**src/rtl/alu_unit_if.sv**
```systemverilog
// rtl/alu_unit_if.sv - operand/opcode inputs and registered result outputs of alu_unit
interface alu_unit_if #(
  parameter int N = 4
);
  logic [N-1:0]   a;
  logic [N-1:0]   b;
  logic [2:0]     op;
  logic           op_sum;
  logic           op_subt;
  logic [N-1:0]   result;
  logic [N-1:0]   sumResult;
  logic [N-1:0]   subResult;
  logic [N-1:0]   diviResult;
  logic [N-1:0]   moduResult;
  logic [N-1:0]   andResult;
  logic [2*N-1:0] multiResult;
  logic           carryingSum;
  logic           carryingSub;

  modport master (
    output a, b, op, op_sum, op_subt,
    input  result, sumResult, subResult, diviResult, moduResult, andResult,
           multiResult, carryingSum, carryingSub
  );

  modport slave (
    input  a, b, op, op_sum, op_subt,
    output result, sumResult, subResult, diviResult, moduResult, andResult,
           multiResult, carryingSum, carryingSub
  );
endinterface

```
**src/rtl/alu_unit.sv**
```systemverilog
// rtl/alu_unit.sv - registered N-bit ALU with active-low opcode and add/sub strobes
// Define ALU_SHIFT_EN to turn opcodes 6/7 into logical shift left/right.
module alu_unit #(
  parameter int N = 4
) (
  input  logic     clk,
  input  logic     rst,
  alu_unit_if.slave bus
);

  logic [N:0]     sum_ext;
  logic [N:0]     sub_ext;
  logic [2*N-1:0] prod;
  logic [N-1:0]   quo;
  logic [N-1:0]   rem;
  logic [N:0]     trial;
  logic [2:0]     idx;
  logic [N-1:0]   sel;

  assign sum_ext = {1'b0, bus.a} + {1'b0, bus.b};
  // Top bit of the widened difference is the borrow (set when a < b).
  assign sub_ext = {1'b0, bus.a} - {1'b0, bus.b};
  assign prod    = {{N{1'b0}}, bus.a} * {{N{1'b0}}, bus.b};
  assign idx     = ~bus.op;

  // Restoring division; with b == 0 every trial succeeds, giving quotient all
  // ones and remainder a without any special casing.
  always_comb begin
    quo   = '0;
    rem   = '0;
    trial = '0;
    for (int i = N - 1; i >= 0; i--) begin
      trial = {rem, bus.a[i]};
      if (trial >= {1'b0, bus.b}) begin
        trial  = trial - {1'b0, bus.b};
        quo[i] = 1'b1;
      end
      rem = trial[N-1:0];
    end
  end

  always_comb begin
    sel = '0;
    if (bus.op_sum) begin
      sel = sum_ext[N-1:0];
    end else if (bus.op_subt) begin
      sel = sub_ext[N-1:0];
    end else begin
      case (idx)
        3'd0:    sel = sum_ext[N-1:0];
        3'd1:    sel = sub_ext[N-1:0];
        3'd2:    sel = prod[N-1:0];
        3'd3:    sel = quo;
        3'd4:    sel = rem;
        3'd5:    sel = bus.a & bus.b;
`ifdef ALU_SHIFT_EN
        3'd6:    sel = bus.a << bus.b;
        default: sel = bus.a >> bus.b;
`else
        3'd6:    sel = bus.a | bus.b;
        default: sel = bus.a ^ bus.b;
`endif
      endcase
    end
  end

  always_ff @(posedge clk) begin
    if (rst) begin
      bus.result      <= '0;
      bus.sumResult   <= '0;
      bus.subResult   <= '0;
      bus.diviResult  <= '0;
      bus.moduResult  <= '0;
      bus.andResult   <= '0;
      bus.multiResult <= '0;
      bus.carryingSum <= 1'b0;
      bus.carryingSub <= 1'b0;
    end else begin
      bus.result      <= sel;
      bus.sumResult   <= sum_ext[N-1:0];
      bus.subResult   <= sub_ext[N-1:0];
      bus.diviResult  <= quo;
      bus.moduResult  <= rem;
      bus.andResult   <= bus.a & bus.b;
      bus.multiResult <= prod;
      bus.carryingSum <= sum_ext[N];
      bus.carryingSub <= sub_ext[N];
    end
  end

endmodule

```
**src/flat_wrapper.sv**
```systemverilog
// flat-port wrapper written by rule: the top's interface ports become plain ports
module alu_unit_flat 
#(
  parameter int N = 4
)
  (clk, rst, bus_a, bus_b, bus_op, bus_op_sum, bus_op_subt, bus_result, bus_sumResult, bus_subResult, bus_diviResult, bus_moduResult, bus_andResult, bus_multiResult, bus_carryingSum, bus_carryingSub);
  alu_unit_if #(.N(N)) bus_i ();
  input  logic clk;
  input  logic rst;
  input wire logic [$bits(bus_i.a)-1:0] bus_a;
  input wire logic [$bits(bus_i.b)-1:0] bus_b;
  input wire logic [$bits(bus_i.op)-1:0] bus_op;
  input wire logic [$bits(bus_i.op_sum)-1:0] bus_op_sum;
  input wire logic [$bits(bus_i.op_subt)-1:0] bus_op_subt;
  output wire logic [$bits(bus_i.result)-1:0] bus_result;
  output wire logic [$bits(bus_i.sumResult)-1:0] bus_sumResult;
  output wire logic [$bits(bus_i.subResult)-1:0] bus_subResult;
  output wire logic [$bits(bus_i.diviResult)-1:0] bus_diviResult;
  output wire logic [$bits(bus_i.moduResult)-1:0] bus_moduResult;
  output wire logic [$bits(bus_i.andResult)-1:0] bus_andResult;
  output wire logic [$bits(bus_i.multiResult)-1:0] bus_multiResult;
  output wire logic [$bits(bus_i.carryingSum)-1:0] bus_carryingSum;
  output wire logic [$bits(bus_i.carryingSub)-1:0] bus_carryingSub;
  assign bus_i.a = bus_a;
  assign bus_i.b = bus_b;
  assign bus_i.op = bus_op;
  assign bus_i.op_sum = bus_op_sum;
  assign bus_i.op_subt = bus_op_subt;
  assign bus_result = bus_i.result;
  assign bus_sumResult = bus_i.sumResult;
  assign bus_subResult = bus_i.subResult;
  assign bus_diviResult = bus_i.diviResult;
  assign bus_moduResult = bus_i.moduResult;
  assign bus_andResult = bus_i.andResult;
  assign bus_multiResult = bus_i.multiResult;
  assign bus_carryingSum = bus_i.carryingSum;
  assign bus_carryingSub = bus_i.carryingSub;
  alu_unit #(.N(N)) u_core (.clk(clk), .rst(rst), .bus(bus_i));
endmodule
```
**config.mk**
```make
export PLATFORM = sky130hd
export DESIGN_NAME = alu_unit_flat
export DESIGN_NICKNAME = d
export VERILOG_FILES = /design/src/rtl/alu_unit_if.sv /design/src/rtl/alu_unit.sv /design/src/flat_wrapper.sv
export SDC_FILE = /design/constraint.sdc
export NUM_CORES = 1
export LEC_CHECK = 0
export CORE_ASPECT_RATIO = 1.4
export CORE_MARGIN = 8
export CORE_UTILIZATION = 40
export CTS_CLUSTER_SIZE = 40
export DETAILED_ROUTE_END_ITERATION = 12
export DONT_BUFFER_PORTS = 1
export PLACE_DENSITY = 0.54
export SYNTH_ARGS = -nofsm -noshare
export SYNTH_HDL_FRONTEND = slang
export SYNTH_SLANG_ARGS = --single-unit
export TNS_END_PERCENT = 50
```
**constraint.sdc**
```tcl
create_clock -name clk -period 15.8 [get_ports clk]
set_input_delay 3.16 -clock clk [delete_from_list [all_inputs] [get_ports clk]]
set_output_delay 3.16 -clock clk [all_outputs]
set_load 0.1 [all_outputs]
```
==> flow_metrics.env <==
export IMPL_finalSetupTns_ps=0
export IMPL_period_needed_ps=9150
export IMPL_hold_buffers=0
export IMPL_setup_viol=0
export IMPL_layout_commonest_cell="nor2_1"
export IMPL_rsz0062_at_grt="false"
export IMPL_power_switching_w=0.000188
export IMPL_fill_cells=708
export IMPL_crit_type="in -> reg"
export IMPL_seqPwrFrac_pct=50.7
export IMPL_ant_nets=0
export IMPL_post_cts_buffers=0
export IMPL_leakagePower_nw=1.34
export IMPL_num_vias=2195
export IMPL_fin_nets=384
export IMPL_drtIter0Drc=78
export IMPL_yosysTopAreaCell="dfxtp_1"
export IMPL_crit_required_ps=15940
export IMPL_syn_avg_cell_area_um2=8.47
export IMPL_cts_resized=0
export IMPL_start_util_pct=40.4
export IMPL_outcome="complete, no violations"
export IMPL_timing_hold_ws_ps=2940
export IMPL_cts_buffers=5
export IMPL_pin_count=49
export IMPL_io_buffers=0
export IMPL_finalCritPeriodShare_pct=57.9
export IMPL_layout_drive_gt1_share_pct=8.41
export IMPL_overflow=0
export IMPL_core_area_um2=6850
export IMPL_clk_path_buf_depth=2
export IMPL_clockRootBuffer="clkbuf_8"
export IMPL_drt_first_pass_iters=4
export IMPL_dieHeight_um=114
export IMPL_powerDensity_nw_per_um2=127
export IMPL_syn_area_um2=2770
export IMPL_track_usage_pct=14.7
export IMPL_ys_top_cells_by_area="dfxtp_1, ha_1, fa_1, nor2_1, a21oi_1"
export IMPL_layout_common_cells="nor2_1, ha_1, dfxtp_1, inv_1, a21oi_1"
export IMPL_switching_share_pct=50.6
export IMPL_tightest_slew_ps=998
export IMPL_power_frac_clock_pct=17.9
export IMPL_maxSlewViolCount=0
export IMPL_internal_power_w=0.000184
export IMPL_clk_pin_slew_ps=60
export IMPL_start_kind="primary input"
export IMPL_yosysSeqAreaShare_pct=23.1
export IMPL_die_w_um=86.3
export IMPL_grt_pass1_vias=2192
export IMPL_fmax_mhz=109
export IMPL_wire_per_inst_um=16.8
export IMPL_end_kind="flop"
export IMPL_holdCritPathClass="in -> reg"
export IMPL_cap_violations=0
export IMPL_final_core_util_pct=42.8
export IMPL_syn_num_nets=390
export IMPL_peakVddDrop_mv=0.0493
export IMPL_gp_congestion=0.923
export IMPL_cts_tree="built"
export IMPL_syn_inst=327
export IMPL_route_detailed_drc=0
export IMPL_p_comb_share_pct=31.5
export IMPL_finalHoldViolations=0
export IMPL_synth_enable_flop_cells=0
export IMPL_htree_levels=2
export IMPL_grt_first_pass_wirelength_um=11300
export IMPL_area_growth_pct=5.83
export IMPL_yosysUniqueCellTypes=56
export IMPL_synth_top_area_share_pct=23.1
export IMPL_multi_input_area_um2=1960
export IMPL_antenna_cells=0
export IMPL_rows=36
export IMPL_synth_seq_cells=32
export IMPL_synth_async_reset_ratio_pct=0
export IMPL_worstPathArrival_ps=9290
export IMPL_synth_main_ff_cell="dfxtp_1"
export IMPL_critPathMaxFanout=12
export IMPL_register_area_um2=643
export IMPL_die_area_um2=9880
export IMPL_grt_max_degree=34
export IMPL_slew_headroom_pct=33.4
export IMPL_cts_sinks=32
export IMPL_drt_total_wl_um=6970
export IMPL_yosys_warnings=0
export IMPL_via_per_inst=5.28
export IMPL_dp_hpwl_um=5740
export IMPL_antenna_found_initial=0
## path summary, 6_finish.rpt
path	depth (start not counted)	endpoint	startpoint
worst max-delay path	23	u_core.bus.result[1]	bus_b[1]
worst min-delay path	1	u_core.bus.subResult[0]	rst
## worst max-delay path, stage by stage
cell       delay, ps
inv_1            350
ha_1             380
o21ai_0          200
nor2_1           270
ha_1             320
a2111oi_0        370
a221oi_1         110
a21oi_2          350
mux2_2           440
inv_1             70
ha_1             230
a211o_1          260
a31oi_1          200
a21boi_2         350
nand2_2          200
mux2_2           310
ha_1             310
a21oi_1          130
o21ai_0          190
a21oi_1          460
a211oi_1         130
o31ai_1          340
a31oi_1          150
## per-stage QoR
stage          power (W)  instance area [µm²]  cells  worst slack (ps)
2_1_floorplan   0.000286                 2770    327              7330
4_1_cts         0.000376                 2930    416              6620
6_report        0.000372                 2930    416              6650
3_3_place_gp    0.000309                 2830    409              6500
3_5_place_dp    0.000308                 2830    409              6300
5_1_grt         0.000395                 2930    416              6030
## synth_stat cells, drive strengths merged, types with 2 or more instances
library cell / n
a211o: 2
a211oi: 7
a21boi: 2
a21o: 7
a21oi: 23
a221oi: 3
a31oi: 6
buf: 4
clkbuf: 9
dfxtp: 32
fa: 9
ha: 39
inv: 29
mux2: 4
mux2i: 10
nand2: 11
nand2b: 5
nand3: 4
nand3b: 2
nor2: 45
nor2b: 10
nor3: 7
nor4: 2
o211ai: 3
o21ai: 15
o21bai: 3
o31ai: 2
or2: 4
or3: 3
xnor2: 7
xor2: 4
## cells by family (layout without fill, tap and decap cells)
logic type | Yosys count | in the layout | synth area share (%)
buffers and inverters | 42 | 36 | 5.96
DFF | 32 | 32 | 23.1
adders and majority gates | 48 | 48 | 24.1
AOI/OAI and AO/OA | 82 | 82 | 20.6
and+or+nand+nor | 98 | 98 | 17.3
xor gates and xnor gates | 11 | 11 | 3.48
muxes | 14 | 14 | 5.38
## routing by layer
layer / vias up / track usage, % / share of wire [%]
met5: - / 0 / 0
met4: 0 / 6.23 / 2.0
met3: 11 / 4.31 / 7.8
met2: 47 / 24.9 / 47
met1: 1011 / 16.7 / 43
li1: 1126 / - / -
## flip-flops by register name (all words and copies together), names as in the netlist
name / cells
u_core.bus.andResult: 3
u_core.bus.diviResult: 4
u_core.bus.moduResult: 4
u_core.bus.carryingSub: 1
u_core.bus.carryingSum: 1
u_core.bus.multiResult: 8
u_core.bus.result: 4
u_core.bus.sumResult: 3
u_core.bus.subResult: 4
## power by group through the flow
stage	registers, W	clock network, W	logic (W)
after global placement	0.000191	0	0.000118
final	0.000188	0.0000664	0.000117
after detailed placement	0.000191	0	0.000117
after CTS	0.000189	0.0000690	0.000118
after floorplan	0.000186	0	0.0000994
after global routing	0.000190	0.0000730	0.000132
## final cells by class
cell class	instances	share of cell area [%]
tap	95	4.06
inverter	29	3.71
multi-input combinational	253	67.0
clock buffer	7	3.29
sequential	32	21.9
No activity file was read; power rests on OpenSTA's default activity.
